$ cat src/rtl/iobus_int_ctrl_if.sv
// IOBUS memory-mapped access bundle between the MCU (master) and a peripheral (slave).
interface iobus_int_ctrl_if;
    logic [31:0] IOBUS_ADDR;
    logic [31:0] IOBUS_OUT;
    logic        IOBUS_WR;
    logic [31:0] IOBUS_IN;

    modport master (output IOBUS_ADDR, output IOBUS_OUT, output IOBUS_WR, input IOBUS_IN);
    modport slave  (input IOBUS_ADDR, input IOBUS_OUT, input IOBUS_WR, output IOBUS_IN);
endinterface

$ cat src/rtl/iobus_int_ctrl.sv
// Interrupt controller: edge-latched PENDING, MASK gating, fixed-width INT pulse, ack + holdoff.
// Optional macro INTC_CAUSE_EN maps a priority-encoded CAUSE register at BASE_AD+0xC.
module iobus_int_ctrl #(
    parameter int          N_SRC       = 8,
    parameter logic [31:0] BASE_AD     = 32'h11040000,
    parameter int          INT_WIDTH   = 4,
    parameter int          HOLDOFF_CYC = 8
) (
    input  logic               CLK,
    input  logic               RST,
    input  logic [N_SRC-1:0]   IRQ_SRC,
    iobus_int_ctrl_if.slave    bus,
    output logic               INT
);
    localparam int CNT_MAX = (INT_WIDTH > HOLDOFF_CYC) ? INT_WIDTH : HOLDOFF_CYC;
    localparam int CNT_W   = $clog2(CNT_MAX) + 1;
    localparam logic [CNT_W-1:0] PULSE_LD = CNT_W'(INT_WIDTH - 1);
    localparam logic [CNT_W-1:0] HOLD_LD  = CNT_W'(HOLDOFF_CYC - 1);

    localparam logic [1:0] S_IDLE  = 2'd0;
    localparam logic [1:0] S_PULSE = 2'd1;
    localparam logic [1:0] S_WAIT  = 2'd2;
    localparam logic [1:0] S_HOLD  = 2'd3;

    logic [N_SRC-1:0] pend_q, pend_d;
    logic [N_SRC-1:0] mask_q, mask_d;
    logic [N_SRC-1:0] prev_q;
    logic             gen_q, gen_d;
    logic [1:0]       state_q, state_d;
    logic [CNT_W-1:0] cnt_q, cnt_d;

    logic [N_SRC-1:0] edge_det, clr_bits, active;
    logic             sel_pend, sel_mask, sel_ctrl;
    logic             wr_pend;
    logic [31:0]      rd_data;
    logic             unused_wdata;

    assign sel_pend = (bus.IOBUS_ADDR == BASE_AD);
    assign sel_mask = (bus.IOBUS_ADDR == BASE_AD + 32'h4);
    assign sel_ctrl = (bus.IOBUS_ADDR == BASE_AD + 32'h8);
    assign wr_pend  = bus.IOBUS_WR && sel_pend;

    assign edge_det = IRQ_SRC & ~prev_q;
    assign clr_bits = wr_pend ? bus.IOBUS_OUT[N_SRC-1:0] : '0;
    // New edges override a simultaneous W1C so no request is lost.
    assign pend_d   = (pend_q & ~clr_bits) | edge_det;
    assign mask_d   = (bus.IOBUS_WR && sel_mask) ? bus.IOBUS_OUT[N_SRC-1:0] : mask_q;
    assign gen_d    = (bus.IOBUS_WR && sel_ctrl) ? bus.IOBUS_OUT[0] : gen_q;
    assign active   = pend_q & mask_q;
    assign unused_wdata = ^bus.IOBUS_OUT;

    always_comb begin
        state_d = state_q;
        cnt_d   = cnt_q;
        if (!gen_q) begin
            state_d = S_IDLE;
            cnt_d   = '0;
        end else begin
            case (state_q)
                S_IDLE: if (|active) begin
                    state_d = S_PULSE;
                    cnt_d   = PULSE_LD;
                end
                S_PULSE: if (cnt_q == '0) state_d = S_WAIT;
                         else             cnt_d   = cnt_q - 1'b1;
                // Any write to PENDING acknowledges, whatever the data.
                S_WAIT: if (wr_pend) begin
                    state_d = S_HOLD;
                    cnt_d   = HOLD_LD;
                end
                S_HOLD: if (cnt_q == '0) state_d = S_IDLE;
                        else             cnt_d   = cnt_q - 1'b1;
                default: state_d = S_IDLE;
            endcase
        end
    end

    always_ff @(posedge CLK) begin
        if (RST) begin
            pend_q  <= '0;
            mask_q  <= '0;
            gen_q   <= 1'b0;
            state_q <= S_IDLE;
            cnt_q   <= '0;
            prev_q  <= IRQ_SRC;
        end else begin
            pend_q  <= pend_d;
            mask_q  <= mask_d;
            gen_q   <= gen_d;
            state_q <= state_d;
            cnt_q   <= cnt_d;
            prev_q  <= IRQ_SRC;
        end
    end

    assign INT = (state_q == S_PULSE);

`ifdef INTC_CAUSE_EN
    logic       sel_cause;
    logic [4:0] cause_idx;

    assign sel_cause = (bus.IOBUS_ADDR == BASE_AD + 32'hC);

    // Scan downward so the lowest-numbered active source wins.
    always_comb begin
        cause_idx = '0;
        for (int i = N_SRC - 1; i >= 0; i--) begin
            if (active[i]) cause_idx = 5'(i);
        end
    end
`endif

    always_comb begin
        rd_data = '0;
        if (sel_pend)      rd_data[N_SRC-1:0] = pend_q;
        else if (sel_mask) rd_data[N_SRC-1:0] = mask_q;
        else if (sel_ctrl) rd_data[2:0]       = {state_q, gen_q};
`ifdef INTC_CAUSE_EN
        else if (sel_cause) rd_data = {|active, 26'b0, cause_idx};
`endif
    end

    assign bus.IOBUS_IN = rd_data;
endmodule

$ cat src/flat_wrapper.sv
// flat-port wrapper written by rule: the top's interface ports become plain ports
module iobus_int_ctrl_flat 
#(
    parameter int          N_SRC       = 8,
    parameter logic [31:0] BASE_AD     = 32'h11040000,
    parameter int          INT_WIDTH   = 4,
    parameter int          HOLDOFF_CYC = 8
)
  (CLK, RST, IRQ_SRC, INT, bus_IOBUS_ADDR, bus_IOBUS_OUT, bus_IOBUS_WR, bus_IOBUS_IN);
  iobus_int_ctrl_if bus_i ();
  input  logic CLK;
  input  logic RST;
  input  logic [N_SRC-1:0] IRQ_SRC;
  output logic INT;
  input wire logic [$bits(bus_i.IOBUS_ADDR)-1:0] bus_IOBUS_ADDR;
  input wire logic [$bits(bus_i.IOBUS_OUT)-1:0] bus_IOBUS_OUT;
  input wire logic [$bits(bus_i.IOBUS_WR)-1:0] bus_IOBUS_WR;
  output wire logic [$bits(bus_i.IOBUS_IN)-1:0] bus_IOBUS_IN;
  assign bus_i.IOBUS_ADDR = bus_IOBUS_ADDR;
  assign bus_i.IOBUS_OUT = bus_IOBUS_OUT;
  assign bus_i.IOBUS_WR = bus_IOBUS_WR;
  assign bus_IOBUS_IN = bus_i.IOBUS_IN;
  iobus_int_ctrl #(.N_SRC(N_SRC), .BASE_AD(BASE_AD), .INT_WIDTH(INT_WIDTH), .HOLDOFF_CYC(HOLDOFF_CYC)) u_core (.CLK(CLK), .RST(RST), .IRQ_SRC(IRQ_SRC), .bus(bus_i), .INT(INT));
endmodule
$ cat config.mk
export PLATFORM = sky130hd
export DESIGN_NAME = iobus_int_ctrl_flat
export DESIGN_NICKNAME = d
export VERILOG_FILES = /design/src/rtl/iobus_int_ctrl_if.sv /design/src/rtl/iobus_int_ctrl.sv /design/src/flat_wrapper.sv
export SDC_FILE = /design/constraint.sdc
export NUM_CORES = 1
export LEC_CHECK = 0
export CAP_MARGIN = 20
export CORE_AREA = 2 2 90 58
export DETAILED_ROUTE_END_ITERATION = 8
export DIE_AREA = 0 0 92 60
export GPL_TIMING_DRIVEN = 0
export PLACE_DENSITY = 0.83
export SETUP_SLACK_MARGIN = 0.3
export SLEW_MARGIN = 15
export SYNTH_ARGS = -nofsm -noshare
export SYNTH_HDL_FRONTEND = slang
export SYNTH_SLANG_ARGS = --single-unit
$ cat constraint.sdc
create_clock -name CLK -period 4.01 [get_ports CLK]
set_input_delay 0.6015 -clock CLK [delete_from_list [all_inputs] [get_ports CLK]]
set_output_delay 0.6015 -clock CLK [all_outputs]
set_load 0.05 [all_outputs]
## Word-level counts from Yosys, hierarchy flattened

Cells that the tools add are included.

| storage, ports and cells | value |
|---|---|
| bits in registers | 31 |
| input bits | 75 |
| word-level logic and storage cells | 49 |

| operators by class | value |
|---|---|
| add/sub/neg operators | 1 |
| equal/unequal tests | 11 |
| multiplexer cells | 14 |
| bitwise operators | 7 |
| reductions and logical operators | 10 |

Operator list:

| kind | number |
|---|---|
| 32-bit by 29-bit equality test with 1-bit output, second input constant | 3 |
| 8-bit AND | 3 |
| 8-bit two-way mux | 2 |
| 8-bit inverter | 2 |
| 4-bit two-way mux | 3 |
| 4-bit case mux with 3 select lines | 1 |
| 2-bit two-way mux | 4 |
| 2-bit by 1-bit != test with 1-bit output, second input constant | 4 |
| 8-bit OR | 1 |
| 2-bit case mux with 4 select lines | 1 |
| 8-bit OR reduction | 1 |
| 3-bit two-way mux | 2 |
| 5-bit two-way mux | 1 |
| 2-bit equality test, second input constant | 2 |
| 4-bit zero test | 1 |
| 4-bit AND reduction | 1 |
| 2-bit OR reduction | 2 |
| 4-bit by 1-bit subtractor with 4-bit output, second input constant | 1 |
| 1-bit logical AND | 3 |
| 3-bit AND reduction | 1 |
| 2-bit by 1-bit equality test with 1-bit output, second input constant | 1 |
| 2-bit zero test | 1 |
| 2-bit != test, second input constant | 1 |
| 1-bit inverter | 1 |

## Logic depth before layout (Yosys ltp)

Gate-level depths: netlist of run 1.

| logic depth | value |
|---|---|
| depth in word-level cells | 6 |
| depth in mapped cells | 7 |

## Worst setup path after synthesis of run 1

OpenSTA, ideal clock, no wires.

| path | value |
|---|---|
| path type | input to output |
| from | input port bus_IOBUS_ADDR[4] |
| to | output port bus_IOBUS_IN[3] |
| arrival time | 2227 ps |
| data required time | 3408 ps |
| slack | 1181 ps |
| stages | 4 |
| path through | nor4_2 > nand4_2 > or3_1 > nor2_1 |

| on the way | value |
|---|---|
| longest elaborated chain between the ends | 3 |
| elaborated cells on any way between the ends | 4 |
| those cells by class | eq/ne: 2; mux: 2 |

RTL lines:

| what | RTL line | RTL |
|---|---|---|
| start, declared | flat_wrapper.sv:15 | `input wire logic [$bits(bus_i.IOBUS_ADDR)-1:0] bus_IOBUS_ADDR;` |
| 32-bit by 29-bit equality test with 1-bit output | iobus_int_ctrl.sv:39 | `assign sel_mask = (bus.IOBUS_ADDR == BASE_AD + 32'h4);` |
| 5-bit two-way mux | iobus_int_ctrl.sv:116 | `else if (sel_mask) rd_data[N_SRC-1:0] = mask_q;` |
| 8-bit two-way mux * | iobus_int_ctrl.sv:115 | `if (sel_pend) rd_data[N_SRC-1:0] = pend_q;` |
| end, declared | flat_wrapper.sv:18 | `output wire logic [$bits(bus_i.IOBUS_IN)-1:0] bus_IOBUS_IN;` |

Every way passes the cells marked *; elsewhere a longest branch is shown, timed or not.

## Worst setup path in the final report of run 1

| path | value |
|---|---|
| from | input port bus_IOBUS_ADDR[12] |
| to | output port bus_IOBUS_IN[1] |

| on the way | value |
|---|---|
| longest elaborated chain between the ends | 4 |
| elaborated cells on any way between the ends | 6 |
| those cells by class | eq/ne: 3; mux: 3 |

RTL lines:

| what | RTL line | RTL |
|---|---|---|
| 32-bit by 29-bit equality test with 1-bit output | iobus_int_ctrl.sv:40 | `assign sel_ctrl = (bus.IOBUS_ADDR == BASE_AD + 32'h8);` |
| 3-bit two-way mux | iobus_int_ctrl.sv:117 | `else if (sel_ctrl) rd_data[2:0] = {state_q, gen_q};` |
| 3-bit two-way mux | iobus_int_ctrl.sv:116 |  |
| 8-bit two-way mux * | iobus_int_ctrl.sv:115 |  |

Marked as above.

==> results by stage, run 1 <==
Yosys:
- The number of synthesized flops with an enable pin is 0.
- sky130_fd_sc_hd__dfxtp_1 takes more of the synthesized area than any other cell.
- The average instance in the mapped netlist occupies 9.48 um2.
- During synthesis, Yosys emitted a total of 0 warnings.
- The post-synthesis instance area is ~1800 um2.
- For this run, the leading register cell type out of synthesis is sky130_fd_sc_hd__dfxtp_1.
- The count of unique library cells instantiated by Yosys is 38.
- Synthesis produced roughly 200 cells.
- The sequential fraction of the synthesis area is 0.336.
- In this run, synthesis produced a sequential element count of 31.
- The share of synthesized area in the top cell type comes to 0.336.
- By area the synthesized netlist is led by sky130_fd_sc_hd__dfxtp_1 (34%), sky130_fd_sc_hd__mux2i_1 (9.7%), sky130_fd_sc_hd__buf_4 (9.7%), sky130_fd_sc_hd__nor2_1 (5.1%), sky130_fd_sc_hd__a21bo_2 (4.3%).
- After synthesis, the share of flip-flops with an asynchronous set or reset is 0.

Critical path:
- The delay of the slowest cell on the worst path is roughly 0.84 ns.
- The cell family with the largest share of critical-path delay is buffers and inverters.
- The critical path in this run is classified as in -> out.
- The cell type with the highest occurrence count on the critical path is sky130_fd_sc_hd__clkdlybuf4s50_1.
- The worst-path cell with the longest stage delay is sky130_fd_sc_hd__clkdlybuf4s50_1.
- The worst setup path is captured at an output pin.
- The signal on the critical path passes through clkdlybuf4s50_1 -> nor4_2 -> nand4_2 -> or2_2 -> nor2_1 -> clkdlybuf4s50_1.
- The number of buffers and inverters on the critical path is 2.
- At the worst endpoint, the arrival time is slightly above 3 ns.
- The worst setup path is launched from an input pin.
- The required time of the worst setup path is between 3 and 4 ns.
- The largest fanout on the critical path is 6.

Power and ir drop:
- The power per cell area is 271 nW/um2.
- VDD sags by at most ~200 uV.
- The analysis attributes to net switching a power of roughly 0.20 mW.
- The sequential fraction of design power is 0.443.
- The internal portion of total power is roughly 0.53 mW.
- Summed over all cells, the static leakage comes to 1.14 nW.
- Of the total power, the clock network draws 0.342.
- The combinational share of power is 0.215.
- Power comes to 0.728 mW.
- The switching portion of total power is 0.275.

Floorplanning:
- For this configuration, the core starts out at a cell density of 0.389.
- During I/O placement, the number of pins put on the boundary was ~110.
- The die area is 5520 um2.
- The floorplan step set the die height to ~60 um.
- In this run the core area contains 20 standard-cell rows.
- The die outline width is 92 um.
- The total area inside the core boundary comes to about 4800 um2.

Flow run:
- The number of maximum-capacitance constraint violations is 0.

Finish:
- The library cells used most frequently in the layout, excluding fill and tap cells, are sky130_fd_sc_hd__clkdlybuf4s50_1 (51), sky130_fd_sc_hd__dfxtp_1 (31), sky130_fd_sc_hd__nor2_1 (25).
- The final antenna diode count is 0.
- The net count of the finished layout is between 300 and 400.
- The fraction of layout cells with a size suffix above 1 is 0.191.
- The end-of-flow core utilization is 0.564.
- The layout filler cell count is between 400 and 500.
- The finished layout holds ~350 standard cells, fillers aside.
- The most common library cell in the layout ignoring fill and taps is sky130_fd_sc_hd__clkdlybuf4s50_1.
- Compared with the post-synthesis result, the final layout area differs by 45.0%.
- After routing the design area is between 2000 and 3000 um2.

Timing:
- The final hold violation count came to 0.
- Setup repair after global routing could not meet its margin everywhere.
- The final critical delay including setup and external delays is around 3.6 ns.
- Once routing completed, OpenROAD measured the worst setup slack at between 0.3 and 0.4 ns.
- The summed negative setup slack over all endpoints is 0 ns.
- The max-slew headroom at the worst pin is 0.499.
- The slew of the pin with the lowest slew margin is ~0.75 ns.
- Clock skew on the completed layout was measured at roughly 0.006 ns.
- The final worst-path cycle share is 0.905.
- Setup violations remaining at the end of the flow were counted as 0.
- The number of max-slew violations in the final report is 0.
- On the final layout, the worst hold slack is 0.482 ns.
- For this run, the top clock speed supported by timing is between 200 and 300 MHz.

Global routing:
- Across every metal layer, demand over resource in global routing totals 0.165.
- The sum of overflow across all layers after global routing is 0.
- The number of global-route vias before repair is between 1000 and 1500.
- The number of antenna violations at the first check in global routing came to 0.
- The maximum number of pins on one net before global-route repair is 11.
- The wire length of the first global-routing pass is approximately 6900 um.

Placement:
- The estimated wirelength of the detail-placed design is 3440 um.
- Port buffering added 57 buffers.
- The post-placement worst setup slack is between 0.2 and 0.3 ns.
- The cell total after placement is around 340.
- The placed instances occupy a cell area of about 2600 um2.
- The placer's final routability congestion estimate is slightly above 0.8.

CTS:
- CTS built an H-tree with a depth of 2.
- At the later pin of the worst-skew pair, clock insertion delay measures around 0.29 ns.
- The number of clock buffers added by TritonCTS is 5.
- The clock net in this run drives a total of 31 sinks.
- The CTS root buffer is sky130_fd_sc_hd__clkbuf_8.
- TritonCTS built the clock tree.
- The number of hold buffers added after CTS was 0.
- The maximum buffer depth of the clock tree is 2.
- The setup fix buffers added after clock tree synthesis is 0.
- Clock-pin slew was measured on the worst setup and hold paths at approximately 0.06 ns.

Min path:
- The class of the most critical hold timing path is reg -> reg.

Detailed routing:
- The detail route stage leaves a number of antenna-violating nets equal to 0.
- The number of search-and-repair iterations in the first detailed-routing pass is 4.
- The final layout contains routed wiring with a total length of 4360 um.
- The number of remaining DRC errors is 0.
- The number of vias per cell is around 4.7.
- The starting DRC count in detailed routing is 110.
- After detailed routing, the average wire length per cell comes to 12.5 um.
- The number of vias after detailed routing is about 1600.

Outcome:
- The flow ran to the end, and the final reports show no timing, DRC or antenna violations.
power by group through the flow:
| stage | combinational (mW) | sequential [mW] | clock [mW] |
|---|---|---|---|
| global route | 0.165 | 0.323 | 0.268 |
| finish | 0.156 | 0.322 | 0.249 |
| detailed placement | 0.156 | 0.329 | 0 |
| floorplan | 0.0959 | 0.328 | 0 |
| global placement | 0.154 | 0.329 | 0 |
| CTS | 0.156 | 0.322 | 0.251 |
logic make-up after synthesis:
kind of cell / after synthesis / synth area share
AO/OA/AOI/OAI: 41 / 0.169
adder cells (fa/ha/maj): 5 / 0.0339
buffers and inverters: 34 / 0.118
flip-flops: 31 / 0.336
multiplexers: 18 / 0.0975
other: 1 / 0.00203
AND/OR/NAND/NOR: 65 / 0.244
registers in the layout, indices dropped and copies added (netlist names):
| name | flops |
|---|---|
| u_core.pend_q | 8 |
| u_core.state_q | 2 |
| u_core.gen_q | 1 |
| u_core.prev_q | 8 |
| u_core.cnt_q | 4 |
| u_core.mask_q | 8 |
path summary, 6_finish.rpt:
path / from / to / slack, ns / depth (start not counted)
min reg2reg: u_core.prev_q[3] / u_core.pend_q[3] / 0.48 / 2
max reg2reg: u_core.state_q[0] / u_core.cnt_q[0] / 1.74 / 6
min: u_core.prev_q[3] / u_core.pend_q[3] / 0.48 / 2
max: bus_IOBUS_ADDR[12] / bus_IOBUS_IN[1] / 0.38 / 6
worst reg2reg max path, cell delays in order, from the launching register on:
cell and delay [ns]:
sky130_fd_sc_hd__dfxtp_1 0.48, sky130_fd_sc_hd__inv_1 0.16, sky130_fd_sc_hd__ha_1 0.31, sky130_fd_sc_hd__a21boi_0 0.19, sky130_fd_sc_hd__a21oi_1 0.53, sky130_fd_sc_hd__a21oi_1 0.14
sky130_fd_sc_hd__o311a_1 0.36
repair_timing:
action                     in CTS  in global routing
setup endpoints to repair       3                  4
gates resized for setup         3                  4
pin swaps                       0                  0
metal layers:
layer | part of all wire | global-route usage | wire length (um)
met1 | 0.45 | 0.213 | 1970
met2 | 0.41 | 0.255 | 1780
met3 | 0.13 | 0.0668 | 566
met4 | 0.010 | 0.0512 | 44
met5 | 0 | 0 | 0
cell usage after synthesis, drive strengths merged (5+ instances only):
cell     n
nand2b  10
a21bo    8
nor3     5
a21oi   16
inv      6
nor4     5
nor2    25
ha       5
mux2i   18
dfxtp   31
nand2    7
buf     25
layout make-up:
type                            count  area [um2]  share of cell area
Tap cell                           66        82.6              0.0308
Clock inverter                      1        5.00             0.00187
Timing Repair Buffer               57         574               0.214
Inverter                            6        22.5             0.00840
Multi-Input combinational cell    153        1100               0.409
Sequential cell                    31         621               0.232
Buffer                             28         196              0.0733
Clock buffer                        6        82.6              0.0308
No activity file was read; power rests on OpenSTA's default activity.
==> inputs of run 2 (changes only) <==
CAP_MARGIN = default   (was 20)
==> results of run 2 <==
Final layout, timing and power as in run 1 (identical DEF).
==> inputs of run 3 (changes only) <==
TNS_END_PERCENT = 30   (was default)
==> run 3 against run 2 <==
  * Via count shrank 1.1%
  * Global-route usage is the same
  * Core utilization shrank 0.079 points
  * Wire length shrank 0.11%
  * Maximum frequency shrank 1.7%
  * Critical path type unchanged
  * Flip-flop and latch count is the same
  * Combinational power is essentially flat
  * Sequential share of layout area is essentially flat
  * Final cell count is the same
  * Critical path depth is the same
==> results by stage, run 3 (synthesized netlist as in run 1, its figures left out) <==
Outcome:
- The run finished with clean final reports.

CTS:
- The number of hold-repair buffers added at the cts stage is 0 (unchanged).
- The CTS tree is done.
- The clock network latency to the later pin of the worst-skew pair is 0.29 ns (about the same).
- The number of buffers inserted during clock tree synthesis came to 5 (unchanged).
- The maximum buffer depth of the clock tree is 2 (unchanged).
- The clock slew at the register clock pins of the worst setup and hold paths came to 0.06 ns (about the same).
- The sink count of the clock tree is 31 (unchanged).
- The number of levels in the clock H-tree is 2 (unchanged).
- The CTS root buffer is sky130_fd_sc_hd__clkbuf_8.

Placement:
- The placer's final routability congestion estimate is 0.819 (unchanged).
- The placed cell area was 2590 um2 (unchanged).
- The count of buffers from port buffering is 57 (unchanged).
- The cell total after placement came to 341 (unchanged).
- The estimated wirelength of the detail-placed design is 3440 um (unchanged).

Critical path:
- STA classifies the critical path endpoint as an output pin.
- The critical path goes through clkdlybuf4s50_1 -> nor4b_4 -> nand4_4 -> or3_1 -> nor2_1 -> clkdlybuf4s50_1.
- The delay of the slowest cell on the worst path is 0.81 ns (-0.03 ns).
- Grouping stages by cell kind, the critical path spends the most delay in buffers and inverters.
- The count of buffer and inverter cells on the critical path is 2 (unchanged).
- The logic depth of the worst path, buffers included was 6 (unchanged).
- The arrival time at the worst endpoint is 3.09 ns (+0.06 ns).
- The cell type with the highest occurrence count on the critical path is sky130_fd_sc_hd__clkdlybuf4s50_1.
- The required time of the worst setup path is 3.41 ns (about the same).
- The cell depth of the worst flop-to-flop path is 6 (unchanged).
- The largest fanout on the critical path is 6 (unchanged).
- The worst-path cell with the longest stage delay is sky130_fd_sc_hd__clkdlybuf4s50_1.
- STA classifies the critical path startpoint as an input pin.
- The setup path with the least slack is of type in -> out.

Min path:
- The number of cells on the worst hold path is 2 (unchanged).
- In this run the worst hold path is classified as reg -> reg.

Detailed routing:
- The mean routed wirelength per cell is 12.5 um (-0.11%).
- The total routed wirelength came to 4360 um (-0.11%).
- The starting DRC count in detailed routing came to 129 (+17%).
- The remaining number of nets flagged by the antenna check after routing is 0 (unchanged).
- The number of search-and-repair iterations in the first detailed-routing pass is 4 (unchanged).
- The number of vias after detailed routing is 1624 (-1.1%).
- The number of vias per cell is 4.67 (-1.1%).
- The number of remaining DRC errors came to 0 (unchanged).

Global routing:
- The global routing stage identified its most utilized layer as met2.
- The number of global-route vias before repair is 1489 (unchanged).
- The global routing usage on met2 was 0.255 (unchanged).
- The total routing resource utilization after global routing came to 0.165 (unchanged).
- The global routing usage on met1 is 0.213 (unchanged).
- The wire length of the first global-routing pass is 6950 um (unchanged).
- The met3 track demand over resource was 0.0668 (unchanged).
- The number of antenna violations at the first check in global routing is 0 (unchanged).
- The sum of overflow across all layers after global routing is 0 (unchanged).
- The maximum number of pins on one net before global-route repair is 11 (unchanged).

Finish:
- The fraction of layout cells with a size suffix above 1 came to 0.188 (-0.00355).
- The number of standard cells in the layout, taps in and fillers out was 348 (unchanged).
- In the final layout, the registers with the most flip-flops are u_core.mask_q (8), u_core.pend_q (8), u_core.prev_q (8).
- The end-of-flow core utilization is 0.563 (-0.000789).
- Compared with the post-synthesis result, the final layout area differs by 44.8%.
- The finished layout cell area is 2680 um2 (-0.14%).
- The most common library cell in the layout ignoring fill and taps is sky130_fd_sc_hd__clkdlybuf4s50_1.
- The layout net count was 362 (unchanged).
- In the layout the commonest cells are sky130_fd_sc_hd__clkdlybuf4s50_1 (55), sky130_fd_sc_hd__dfxtp_1 (31), sky130_fd_sc_hd__nor2_1 (25).
- The final antenna diode count is 0 (unchanged).
- The layout filler cell count is 430 (+0.47%).

Floorplanning:
- The die outline width was 92 um (unchanged).
- The I/O pin count came to 108 (unchanged).
- The starting utilization of the core area came to 0.389 (unchanged).
- The area inside the core boundary was 4750 um2 (unchanged).
- The die area is 5520 um2 (unchanged).
- The number of rows in the core area was 20 (unchanged).
- The die outline height came to 60 um (unchanged).

Timing:
- The final hold violation count is 0 (unchanged).
- The final setup skew is 0.00582 ns (-0.0000194 ns).
- Setup repair after global routing could not meet its margin everywhere.
- The slew of the pin with the lowest slew margin is 0.750 ns (+0.00402 ns).
- The summed negative setup slack over all endpoints came to 0 ns (unchanged).
- The final setup violation count came to 0 (unchanged).
- The max-slew headroom at the worst pin is 0.496 (-0.00270).
- The final critical delay including setup and external delays is 3.69 ns (+0.0627 ns).
- The maximum clock rate is 271 MHz (-1.7%).
- The number of max-slew violations in the final report is 0 (unchanged).
- The final worst-path cycle share was 0.920 (+0.0156).

Power and ir drop:
- The total power is 0.727 mW (-0.12%).
- The highest ir drop seen on vdd is 201 uV (about the same).
- The power per cell area is 272 nW/um2 (about the same).
- The static leakage power is 1.09 nW (-4.4%).

Flow run:
- The number of maximum-capacitance constraint violations is 0 (unchanged).
run 3: changes by cell type in the layout (fill, tap and decap cells not counted):
cell,delta
sky130_fd_sc_hd__clkdlybuf4s50_1,+4
sky130_fd_sc_hd__dlymetal6s2s_1,-2
sky130_fd_sc_hd__buf_1,+1
sky130_fd_sc_hd__clkbuf_2,-1
sky130_fd_sc_hd__dlygate4sd2_1,-2
run 3: worst register-to-register path: cells and delay by family (launching register included):
family / cells / cell delay [ns]
flops: 1 / 0.48
buf+inv: 1 / 0.16
fa+ha+maj: 1 / 0.31
compound gates: 4 / 1.21
run 3: cell type report:
cell class                      count  area, um2  area share
Clock inverter                      1       5.00     0.00187
Buffer                             28        195      0.0729
Clock buffer                        6       82.6      0.0309
Tap cell                           66       82.6      0.0309
Multi-Input combinational cell    153       1100       0.410
Sequential cell                    31        621       0.232
Inverter                            6       22.5     0.00842
Timing Repair Buffer               57        572       0.214
run 3: worst paths after layout:
check	start	endpoint	slack, ns
setup / recovery	bus_IOBUS_ADDR[26]	bus_IOBUS_IN[6]	0.32
hold / removal	u_core.prev_q[3]	u_core.pend_q[3]	0.48
setup reg to reg	u_core.state_q[0]	u_core.cnt_q[0]	1.74
hold reg to reg	u_core.prev_q[3]	u_core.pend_q[3]	0.48
run 3: where the power goes:
group	total, mW	internal [mW]	switching (mW)
Sequential	0.322	0.318	0.00457
Clock	0.248	0.134	0.114
Combinational	0.156	0.0751	0.0811
Total	0.727	0.527	0.200
run 3: metal layers:
metal  vias to the layer above  share of wire
li1                        818              -
met1                       709           0.47
met2                        89           0.41
met3                         8           0.12
met4                         0          0.010
met5                         -              0
run 3: what timing repair did:
action	4_1_cts	5_1_grt
gates cloned	0	0
resized for setup	1	1
buffers inserted	0	0
endpoints found under the setup margin	3	6
run 3: through the flow:
stage / hold slack (ns) / worst slack [ns]
5_1_grt: 0.500 / 0.198
3_5_place_dp: 0.476 / 0.269
4_1_cts: 0.485 / 0.268
3_3_place_gp: 0.458 / 0.266
6_report: 0.482 / 0.319
2_1_floorplan: 0.444 / 1.18
